`src/rtl/stream_rr_arbiter.sv`:
```
// Round-robin stream arbiter with burst lock.
// One registered output stream shared by NREQ valid/ready lanes.
module stream_rr_arbiter #(
  parameter int NREQ  = 4,
  parameter int WIDTH = 16,
  parameter int SRCW  = $clog2(NREQ)
) (
  input  logic                  clk,
  input  logic                  rst_n,
  input  logic [NREQ-1:0]       req_vld,
  input  logic [NREQ*WIDTH-1:0] req_data,
  input  logic [NREQ-1:0]       req_last,
  output logic [NREQ-1:0]       req_rdy,
  output logic                  out_vld,
  output logic [WIDTH-1:0]      out_data,
  output logic                  out_last,
  output logic [SRCW-1:0]       out_src,
  input  logic                  out_rdy
);

  localparam logic [0:0] IDLE = 1'b0;
  localparam logic [0:0] LOCK = 1'b1;

  logic [0:0]       state;
  logic             en;
  logic [SRCW-1:0]  ptr;
  logic [SRCW-1:0]  owner;
  logic [NREQ-1:0]  mask;
  logic [NREQ-1:0]  cand;
  logic [NREQ-1:0]  gnt;
  logic             slot_free;
  logic             xfer;
  logic [SRCW-1:0]  g_idx;
  logic [WIDTH-1:0] g_data;
  logic             g_last;

  assign slot_free = ~out_vld | out_rdy;

  always_comb begin
    mask = '0;
    for (int i = 0; i < NREQ; i++)
      mask[i] = SRCW'(i) > ptr;
  end

  // Lanes above ptr first; wrap to the whole set when none of them ask.
  assign cand = |(req_vld & mask) ? (req_vld & mask) : req_vld;

  always_comb begin
    gnt = '0;
    unique case (state)
      IDLE: gnt = cand & (~cand + NREQ'(1));
      LOCK: gnt = (NREQ'(1) << owner) & req_vld;
      default: gnt = '0;
    endcase
  end

  assign req_rdy = {NREQ{en & slot_free}} & gnt;
  assign xfer    = |req_rdy;

  always_comb begin
    g_idx = '0;
    for (int i = 0; i < NREQ; i++)
      if (gnt[i]) g_idx = SRCW'(i);
  end

  assign g_data = req_data[g_idx*WIDTH +: WIDTH];
  assign g_last = req_last[g_idx];

  always_ff @(posedge clk or negedge rst_n) begin
    if (!rst_n) begin
      en    <= 1'b0;
      state <= IDLE;
      ptr   <= SRCW'(NREQ-1);
      owner <= '0;
    end else begin
      en <= 1'b1;
      if (xfer) begin
        unique case (state)
          IDLE: begin
            if (g_last) begin
              ptr <= g_idx;
            end else begin
              state <= LOCK;
              owner <= g_idx;
            end
          end
          LOCK: begin
            if (g_last) begin
              state <= IDLE;
              ptr   <= owner;
            end
          end
          default: state <= IDLE;
        endcase
      end
    end
  end

  always_ff @(posedge clk or negedge rst_n) begin
    if (!rst_n) begin
      out_vld  <= 1'b0;
      out_data <= '0;
      out_last <= 1'b0;
      out_src  <= '0;
    end else if (xfer) begin
      out_vld  <= 1'b1;
      out_data <= g_data;
      out_last <= g_last;
      out_src  <= g_idx;
    end else if (out_rdy) begin
      out_vld  <= 1'b0;
    end
  end

endmodule

```
`config.mk`:
```
export PLATFORM = sky130hd
export DESIGN_NAME = stream_rr_arbiter
export DESIGN_NICKNAME = d
export VERILOG_FILES = /design/src/rtl/stream_rr_arbiter.sv
export SDC_FILE = /design/constraint.sdc
export NUM_CORES = 1
export LEC_CHECK = 0
export CAP_MARGIN = 10
export CELL_PAD_IN_SITES_DETAIL_PLACEMENT = 0
export CELL_PAD_IN_SITES_GLOBAL_PLACEMENT = 2
export CORE_MARGIN = 2
export CORE_UTILIZATION = 23
export DETAILED_ROUTE_END_ITERATION = 10
export HOLD_SLACK_MARGIN = 0.03
export PLACE_DENSITY_LB_ADDON = 0.25
export RECOVER_POWER = 50
export SLEW_MARGIN = 10
export SYNTH_ARGS = -nofsm -noshare
export SYNTH_HDL_FRONTEND = slang
export SYNTH_SLANG_ARGS = --single-unit
```
`constraint.sdc`:
```
create_clock -name clk -period 5.8 [get_ports clk]
set_clock_uncertainty 0.2 [all_clocks]
set_input_delay 0.58 -clock clk [delete_from_list [all_inputs] [get_ports clk]]
set_output_delay 0.58 -clock clk [all_outputs]
set_load 0.005 [all_outputs]
```
==> impl_metrics.tcl, run 1 <==
set metrics [dict create \
    vias 1771 \
    area_delta_synth_final_pct 60.29 \
    track_usage_pct 13.00 \
    hold_class "reg -> reg" \
    die_x_um 92.76 \
    rsz0062_at_grt "no" \
    num_io_pins 99 \
    status "finished, final reports clean" \
    yosys_warnings 0 \
    post-route-period-util_pct 62.98 \
    grt_first_pass_wirelength_um 8873 \
    syn-cell-area_um2 1812 \
    synth_cells 204 \
    synth_edf_count 0 \
    gp_congestion 0.7028 \
    cts_setup_buffers 0 \
    die_h_um 92.76 \
    drive_above_1_share_pct 12.59 \
    drc 0 \
    hpwl_um 4151 \
    critPathKind "in -> reg" \
    htreeDepth 1 \
    start_util_pct 23.57 \
    clk_pin_slew_worst_paths_ns 0.09 \
    worstPathMaxFanout 20 \
    dr.max_layer_used "met4" \
    clockBufferDepth 2 \
    cts_tree "done" \
    cp.arrival_ns 3.61 \
    synth_nets 279 \
    placed_area_um2 2863 \
    tns_ns 0 \
    worst_slew_pin_slew_ns 1.426 \
    cp_slowest_cell "clkdlybuf4s50_1" \
    cts_resized 0 \
    routed_wirelength_um 5586 \
    route.met2.wl_um 2931 \
    antenna_left 0 \
    clock_latency_ns 0.27 \
    finalMaxSlewViolations 0 \
    fin_crit_ns 3.653 \
    hold_violations 0 \
    antenna_cells 0 \
    slew_headroom_pct 4.921 \
    synthArstFlopShare_pct 100.0 \
    grt_antenna_before_repair 0 \
    final_cell_area_um2 2904 \
    crit_chain "clkdlybuf4s50_1, or3_1, a21oi_2, a211oi_4, buf_4, nand2b_1, o31ai_2, or3b_4, mux2_4" \
    fin_util_pct 37.78 \
    core-area_um2 7687 \
    gr-total-overflow 0 \
    leakage_nw 1.282 \
    drt-met1-wl_um 2338 \
    setup_viol 0 \
    synth_flop_cell "dfrtp_1" \
    cp.required_ns 5.76 \
    fp.dieArea_um2 8603 \
    synth.distinct_cells 43 \
    synth-seq-area-share_pct 36.05 \
    grt_pass1_vias 1744 \
    postCtsHoldBufs 0 \
    drt_iter0_drc 45 \
    crit_path_start_kind "primary input" \
    nFillCells 816 \
    syn_avg_cell_area_um2 8.881 \
    vias_per_cell 4.472 \
    fmax_ghz 0.2738 \
    layout.nets 370 \
    cts_sinks 26 \
    grt_max_degree 41 \
    max_cap_violations 0 \
    numCtsBuffers 3 \
    powerDensity_nw_per_um2 386.3 \
    cp-end-kind "register" \
    drt-wirelength-per-cell_um 14.11 \
    vdd_drop_max_mv 0.1250 \
    clockRootBuffer "clkbuf_8" \
    dr.pass1.iters 4 \
    rows 32 \
    numPortBuffers 98 \
    synth-seq-cells 26 \
    wl_met3_um 284 \
    critPathMaxStageDelay_ns 0.59 \
]
[layout by cell type, fill, tap and decap left out, drive strengths merged, types with 3 or more instances in the layout]
cell | synthesis | layout
clkdlybuf4s50 | 0 | 86
o21ai | 35 | 35
nand2 | 28 | 28
dfrtp | 24 | 24
inv | 22 | 22
mux2i | 16 | 16
o221a | 16 | 16
dlygate4sd3 | 0 | 12
nor2 | 7 | 7
nand2b | 5 | 5
mux2 | 5 | 5
clkbuf | 6 | 5
a211oi | 3 | 3
[area by class of cell]
class | count | area, um^2 | area share, %
Sequential cell | 26 | 653.1 | 22.49
Tap cell | 102 | 127.6 | 4.395
Timing Repair Buffer | 101 | 999.7 | 34.42
Inverter | 22 | 82.58 | 2.844
Multi-Input combinational cell | 141 | 996.0 | 34.30
Clock buffer | 4 | 45.04 | 1.551
[state kept, by name, summed over array words and instances, names as in the netlist]
register / flops
out_data: 16
out_src: 2
owner: 2
ptr: 2
en: 1
out_last: 1
out_vld: 1
state: 1
[power breakdown]
part / switching [mW] / internal (mW)
clock: 0.0552 / 0.0491
combinational: 0.304 / 0.375
sequential: 0.0684 / 0.270
[metal layers]
metal	up-vias	track usage [%]
li1	901	-
met1	821	15.90
met2	47	24.03
met3	2	2.604
met4	0	1.838
met5	-	0
[worst max-delay path, delay by kind of cell]
family	cells	cell delay, ns
buf+inv	2	0.88
simple gates	3	1.08
compound gates	3	0.76
mux	1	0.30
[worst paths after layout]
| kind | start | to | slack (ns) | depth (start not counted) |
|---|---|---|---|---|
| worst min register to register | out_data[7] | out_data[7] | 0.28 | 2 |
| min in group asynchronous | rst_n | out_src[1] | 0.97 | 2 |
| max in group asynchronous | rst_n | out_data[1] | 3.60 | 2 |
| worst min-delay path | out_data[7] | out_data[7] | 0.28 | 2 |
| worst max-delay path | req_vld[2] | owner[1] | 2.15 | 9 |
| worst max register to register | ptr[1] | owner[1] | 2.44 | 8 |
[synthesized netlist by cell type, types with 2 or more instances]
| library cell | n | share of area [%] |
|---|---|---|
| mux2_2 | 3 | 1.9 |
| o221a_2 | 16 | 9.9 |
| o21ai_0 | 25 | 6.9 |
| nor2_1 | 7 | 1.5 |
| inv_1 | 22 | 4.6 |
| and3_1 | 2 | 0.69 |
| a21boi_0 | 2 | 0.83 |
| nand2_1 | 28 | 5.8 |
| dfrtp_1 | 24 | 33 |
| o21ai_1 | 10 | 2.8 |
| clkbuf_1 | 6 | 1.2 |
| mux2i_1 | 16 | 8.8 |
| nand2b_1 | 5 | 1.7 |
| buf_6 | 3 | 1.9 |
| dfstp_2 | 2 | 2.9 |
| mux2_4 | 2 | 1.7 |
| buf_2 | 4 | 1.1 |
| a211oi_1 | 2 | 0.83 |
[per-stage QoR]
| step | total power [mW] | hold WS (ns) | instances | setup WS [ns] |
|---|---|---|---|---|
| after detailed placement | 1.054 | 0.2691 | 392 | 1.811 |
| after global placement | 1.051 | 0.2612 | 392 | 1.895 |
| after CTS | 1.163 | 0.2903 | 396 | 2.118 |
| final | 1.122 | 0.2792 | 396 | 2.147 |
| after floorplan | 0.7754 | 0.08441 | 204 | 3.165 |
| after global routing | 1.234 | 0.3004 | 396 | 1.922 |
[logic make-up (layout without fill, tap and decap cells)]
group / Yosys count / count (layout) / synth area share (%)
xor gates and xnor gates: 1 / 1 / 0.4835
buffers and inverters: 37 / 127 / 9.392
other: 1 / 1 / 0.2070
DFF: 26 / 26 / 36.05
muxes: 21 / 21 / 12.36
and+or+nand+nor: 51 / 51 / 13.81
AOI/OAI and AO/OA: 67 / 67 / 27.69
(Power assumes the default switching activity.)
==> run 2: changes to the inputs <==
CORE_UTILIZATION = 21   (was 23)
clock period = 3.78 ns   (was 5.8 ns; I/O delays follow)
==> impl_metrics.tcl, run 2 (synthesis gave the netlist of run 1 again) <==
set metrics [dict create \
    status "finished, final reports clean" \
    cts_setup_buffers 0 \
    worst_slew_pin_slew_ns 1.472 \
    final_cell_area_um2 2948 \
    fin_util_pct 35.52 \
    slew_headroom_pct 1.889 \
    critPathKind "in -> out" \
    seqPwrFrac_pct 28.9 \
    track_usage_pct 12.12 \
    cp.required_ns 3.20 \
    rsz0062_at_grt "no" \
    grt_max_degree 27 \
    fin_cells 403 \
    fp.dieArea_um2 9387 \
    fin_crit_ns 3.046 \
    internal-power_mw 1.106 \
    clock_latency_ns 0.27 \
    dr.pass1.iters 4 \
    hold_end "out_data[15]" \
    fmax_ghz 0.3283 \
    largest_register_ffs 16 \
    clockPowerShare_pct 10.3 \
    vdd_drop_max_mv 0.1847 \
    drc 0 \
    gp_congestion 0.8093 \
    hpwl_um 4513 \
    final_cell_mix "86 x clkdlybuf4s50_1, 28 x nand2_1, 25 x o21ai_0" \
    hold_class "reg -> reg" \
    routed_wirelength_um 5743 \
    die_x_um 96.89 \
    switchingPower_mw 0.6829 \
    numCtsBuffers 3 \
    power_switching_share_pct 38.17 \
    cts_tree "done" \
    htreeDepth 1 \
    vias_per_cell 4.397 \
    regMostFlops "out_data" \
    rows 33 \
    crit_path_start_kind "primary input" \
    area_delta_synth_final_pct 62.71 \
    num_io_pins 99 \
    cp.arrival_ns 2.47 \
    clockRootBuffer "clkbuf_8" \
    power_mw 1.789 \
    grt_first_pass_wirelength_um 9177 \
    finalMaxSlewViolations 0 \
    dp_cells 399 \
    worstReg2RegStart "ptr[1]" \
    drt-wirelength-per-cell_um 14.25 \
    cp-end-kind "primary output" \
    leakage_nw 1.305 \
    final_common_cell "clkdlybuf4s50_1" \
    start_util_pct 21.83 \
    r2r_slack_ns 1.03 \
    whs_path_depth 2 \
    cts_sinks 26 \
    hold_violations 0 \
    crit-reg2reg-capture "owner[1]" \
    tns_ns 0 \
    clk_pin_slew_worst_paths_ns 0.10 \
    core-area_um2 8299 \
    drive_above_1_share_pct 14.09 \
    antenna_left 0 \
    antenna_cells 0 \
    layout.nets 374 \
    drt_iter0_drc 51 \
    grt_antenna_before_repair 0 \
    worstHoldStart "out_data[15]" \
    clockBufferDepth 2 \
    die_h_um 96.89 \
    powerDensity_nw_per_um2 607.0 \
    setup_viol 0 \
    max_cap_violations 0 \
    vias 1772 \
    gr-total-overflow 0 \
    placed_area_um2 2897 \
    cts_resized 0 \
    grt_pass1_vias 1750 \
    p_comb_share_pct 60.8 \
    reg2reg_depth 7 \
    numPortBuffers 98 \
    post-route-period-util_pct 80.58 \
    worstPathMaxFanout 11 \
    postCtsHoldBufs 0 \
]
run 2: changes by cell type in the layout (fill, tap and decap cells not counted), sizes merged:
cell	previous run	this run
buf	2	6
run 2: routing by layer:
layer / vias to the layer above / share of wire, % / track usage, %
met1: 799 / 43 / 14.74
li1: 910 / - / -
met5: - / 0 / 0
met4: 0 / 0.73 / 2.275
met3: 2 / 6.1 / 3.035
met2: 61 / 50 / 21.74
run 2: worst max path at each step:
| stage | to | start | depth (start not counted) | slack, ns |
|---|---|---|---|---|
| floorplan | owner[0] | ptr[1] | 9 | 1.20 |
| global placement | owner[0] | req_vld[3] | 8 | 0.65 |
| detailed placement | owner[1] | req_vld[3] | 8 | 0.59 |
| CTS | req_rdy[3] | req_vld[3] | 7 | 0.71 |
| global route | req_rdy[3] | req_vld[3] | 7 | 0.59 |
| finish | req_rdy[3] | req_vld[3] | 7 | 0.73 |
run 2: layout make-up:
| class | count | area, um^2 |
|---|---|---|
| clock buffers | 4 | 55.05 |
| fillers | 870 | 5351 |
| inverters | 22 | 82.58 |
| multi-input cells | 141 | 996.0 |
| flip-flops and latches | 26 | 653.1 |
| well taps | 105 | 131.4 |
| repair buffers | 105 | 1030 |
run 2: power by group through the flow:
stage | Sequential [mW] | Clock [mW] | Combinational (mW)
after floorplan | 0.497 | 0 | 0.692
after global placement | 0.527 | 0 | 1.13
after detailed placement | 0.524 | 0 | 1.13
after CTS | 0.521 | 0.190 | 1.13
after global routing | 0.537 | 0.203 | 1.21
final | 0.517 | 0.184 | 1.09
run 2: through the flow:
step,setup WS [ns],hold slack [ns]
floorplan,1.200,-0.1176
global placement,0.6468,0.2616
CTS,0.7113,0.2821
global route,0.5923,0.3226
detailed placement,0.5902,0.2745
finish,0.7343,0.2880
run 2: critical path, stage by stage:
cell	delay, ns
clkdlybuf4s50_1	0.62
inv_1	0.11
nor4b_2	0.45
a211oi_4	0.09
buf_4	0.20
nor2_1	0.10
clkdlybuf4s50_1	0.52
==> run 3: changes to the inputs <==
CORE_UTILIZATION = 19   (was 21)
clock period = 2.6 ns   (was 3.78 ns; I/O delays follow)
==> impl_metrics.tcl, run 3 (synthesis gave the netlist of run 1 again) <==
set metrics [dict create \
    worstPathMaxFanout 6 \
    max_cap_violations 0 \
    grt_max_degree 27 \
    post-route-period-util_pct 100.3 \
    grtUsageMet2_pct 21.15 \
    gr-total-overflow 0 \
    dp_cells 444 \
    crit-reg2reg-capture "owner[1]" \
    drc 0 \
    hold_class "reg -> reg" \
    worst_slew_pin_slew_ns 1.453 \
    worstSetupEndpoint "owner[1]" \
    antenna_cells 0 \
    fmax_ghz 0.3833 \
    start_util_pct 19.61 \
    cp_slowest_cell "dfstp_2" \
    clockPowerShare_pct 8.0 \
    setup_viol 2 \
    cp-end-kind "register" \
    met3_usage_pct 2.899 \
    num_io_pins 99 \
    regMostFlops "out_data" \
    status "finished, violations left" \
    setup_slack_ns -0.008888 \
    largest_register_ffs 16 \
    clockRootBuffer "clkbuf_8" \
    grt_util_met1_pct 14.86 \
    power_mw 3.016 \
    cts_sinks 26 \
    fin_crit_ns 2.609 \
    hold_violations 0 \
    numPortBuffers 98 \
    htreeDepth 1 \
    reg2reg_depth 7 \
    critPathKind "reg -> reg" \
    slew_headroom_pct 3.159 \
    leakage_nw 1.514 \
    seqPwrFrac_pct 24.7 \
    rows 35 \
    clock_latency_ns 0.28 \
    startpoint "ptr[1]" \
    cp.required_ns 2.57 \
    tns_ns -0.01603 \
    internal-power_mw 1.879 \
    powerDensity_nw_per_um2 897.5 \
    grt_first_pass_wirelength_um 9791 \
    grt_antenna_before_repair 0 \
    rsz0062_at_grt "yes" \
    grt-busiest-layer "met2" \
    antenna_left 0 \
    drt_iter0_drc 64 \
    layout.nets 405 \
    routed_wirelength_um 6442 \
    placed_area_um2 3084 \
    numCtsBuffers 3 \
    p_comb_share_pct 67.3 \
    hpwl_um 4844 \
    final_cell_area_um2 3361 \
    drt-wirelength-per-cell_um 14.07 \
    vias_per_cell 4.181 \
    dr.pass1.iters 4 \
    final_common_cell "clkdlybuf4s50_1" \
    clk_pin_slew_worst_paths_ns 0.10 \
    switchingPower_mw 1.137 \
    violations "negative setup slack" \
    crit_chain "xnor2_2, o221ai_2, a31o_4, and3_4, o31ai_4, or3b_4, mux2_4" \
    vdd_drop_max_mv 0.3204 \
    area_delta_synth_final_pct 85.50 \
    grt_pass1_vias 1944 \
    drive_above_1_share_pct 27.05 \
    gp_congestion 0.7617 \
    cts_tree "done" \
    critPathMaxStageDelay_ns 0.66 \
    r2r_slack_ns -0.009 \
    finalMaxSlewViolations 0 \
    power_switching_share_pct 37.69 \
    final_cell_mix "85 x clkdlybuf4s50_1, 29 x buf_4, 27 x nand2_1" \
    fp.dieArea_um2 10330 \
    fin_cells 458 \
    core-area_um2 9240 \
    worstReg2RegStart "ptr[1]" \
    die_x_um 101.7 \
    cp.arrival_ns 2.58 \
    die_h_um 101.7 \
    crit_path_start_kind "register" \
    vias 1915 \
    track_usage_pct 12.19 \
    clockBufferDepth 2 \
]
-- run 3: changes by cell type in the layout (fill, tap and decap cells not counted), moves of 2 or more --
cell / previous run / this run
dlygate4sd2_1: 0 / 5
buf_6: 0 / 7
nand2b_4: 0 / 2
nor2_2: 0 / 4
nor2_1: 7 / 2
buf_4: 6 / 29
dlygate4sd3_1: 12 / 8
nand2b_1: 5 / 3
-- run 3: metal layers --
metal  wire [um]  part of all wire [%]  vias to the layer above
met5           0                     0                        -
met4         147                   2.3                        0
met3         361                   5.6                       10
met2        3319                    52                       63
met1        2613                    41                      873
li1            -                     -                      969
-- run 3: area by class of cell --
cell class	count	area (um^2)
inverters	22	82.58
repair buffers	136	1290
multi-input cells	141	1129
fillers	950	5879
flip-flops and latches	26	653.1
clock buffers	4	45.04
well taps	129	161.4
-- run 3: how the worst min path moves through the flow --
stage | start | end | slack, ns | cells after the start
after floorplan | rst_n | en | -0.24 | 0
after global placement | out_data[7] | out_data[7] | 0.26 | 2
after detailed placement | out_data[5] | out_data[5] | 0.28 | 2
after CTS | rst_n | out_data[2] | 0.17 | 2
after global routing | out_data[11] | out_data[11] | 0.32 | 2
final | out_data[8] | out_data[8] | 0.28 | 2
-- run 3: through the flow --
step                      util, %  hold WS [ns]  setup slack [ns]
after floorplan                 -       -0.2356           0.01992
after global placement      33.38        0.2622           -0.2414
after detailed placement    33.38        0.2754           -0.2587
after CTS                   35.40        0.1675          -0.01268
after global routing        36.37        0.3159          -0.08654
final                       36.37        0.2847         -0.008888
-- run 3: what timing repair did --
item | in CTS | in global routing
buffers inserted | 10 | 1
gates resized for setup | 20 | 19
setup endpoints to repair | 8 | 26
endpoints found under the hold margin | 0 | 0
hold buffers | 0 | 0
pin swaps | 6 | 5
-- run 3: power by group through the flow --
stage          sequential [mW]  clock [mW]  combinational [mW]
2_1_floorplan            0.723           0                1.01
3_3_place_gp             0.746           0                1.81
3_5_place_dp             0.748           0                1.81
4_1_cts                  0.738       0.254                1.97
5_1_grt                  0.772       0.276                2.24
6_report                 0.744       0.242                2.03
-- run 3: critical path: cells and delay by family, from the launching register on --
kind | cells | cell delay, ns
AOI/OAI and AO/OA | 3 | 0.60
xor gates and xnor gates | 1 | 0.15
DFF | 1 | 0.66
muxes | 1 | 0.30
and+or+nand+nor | 2 | 0.61
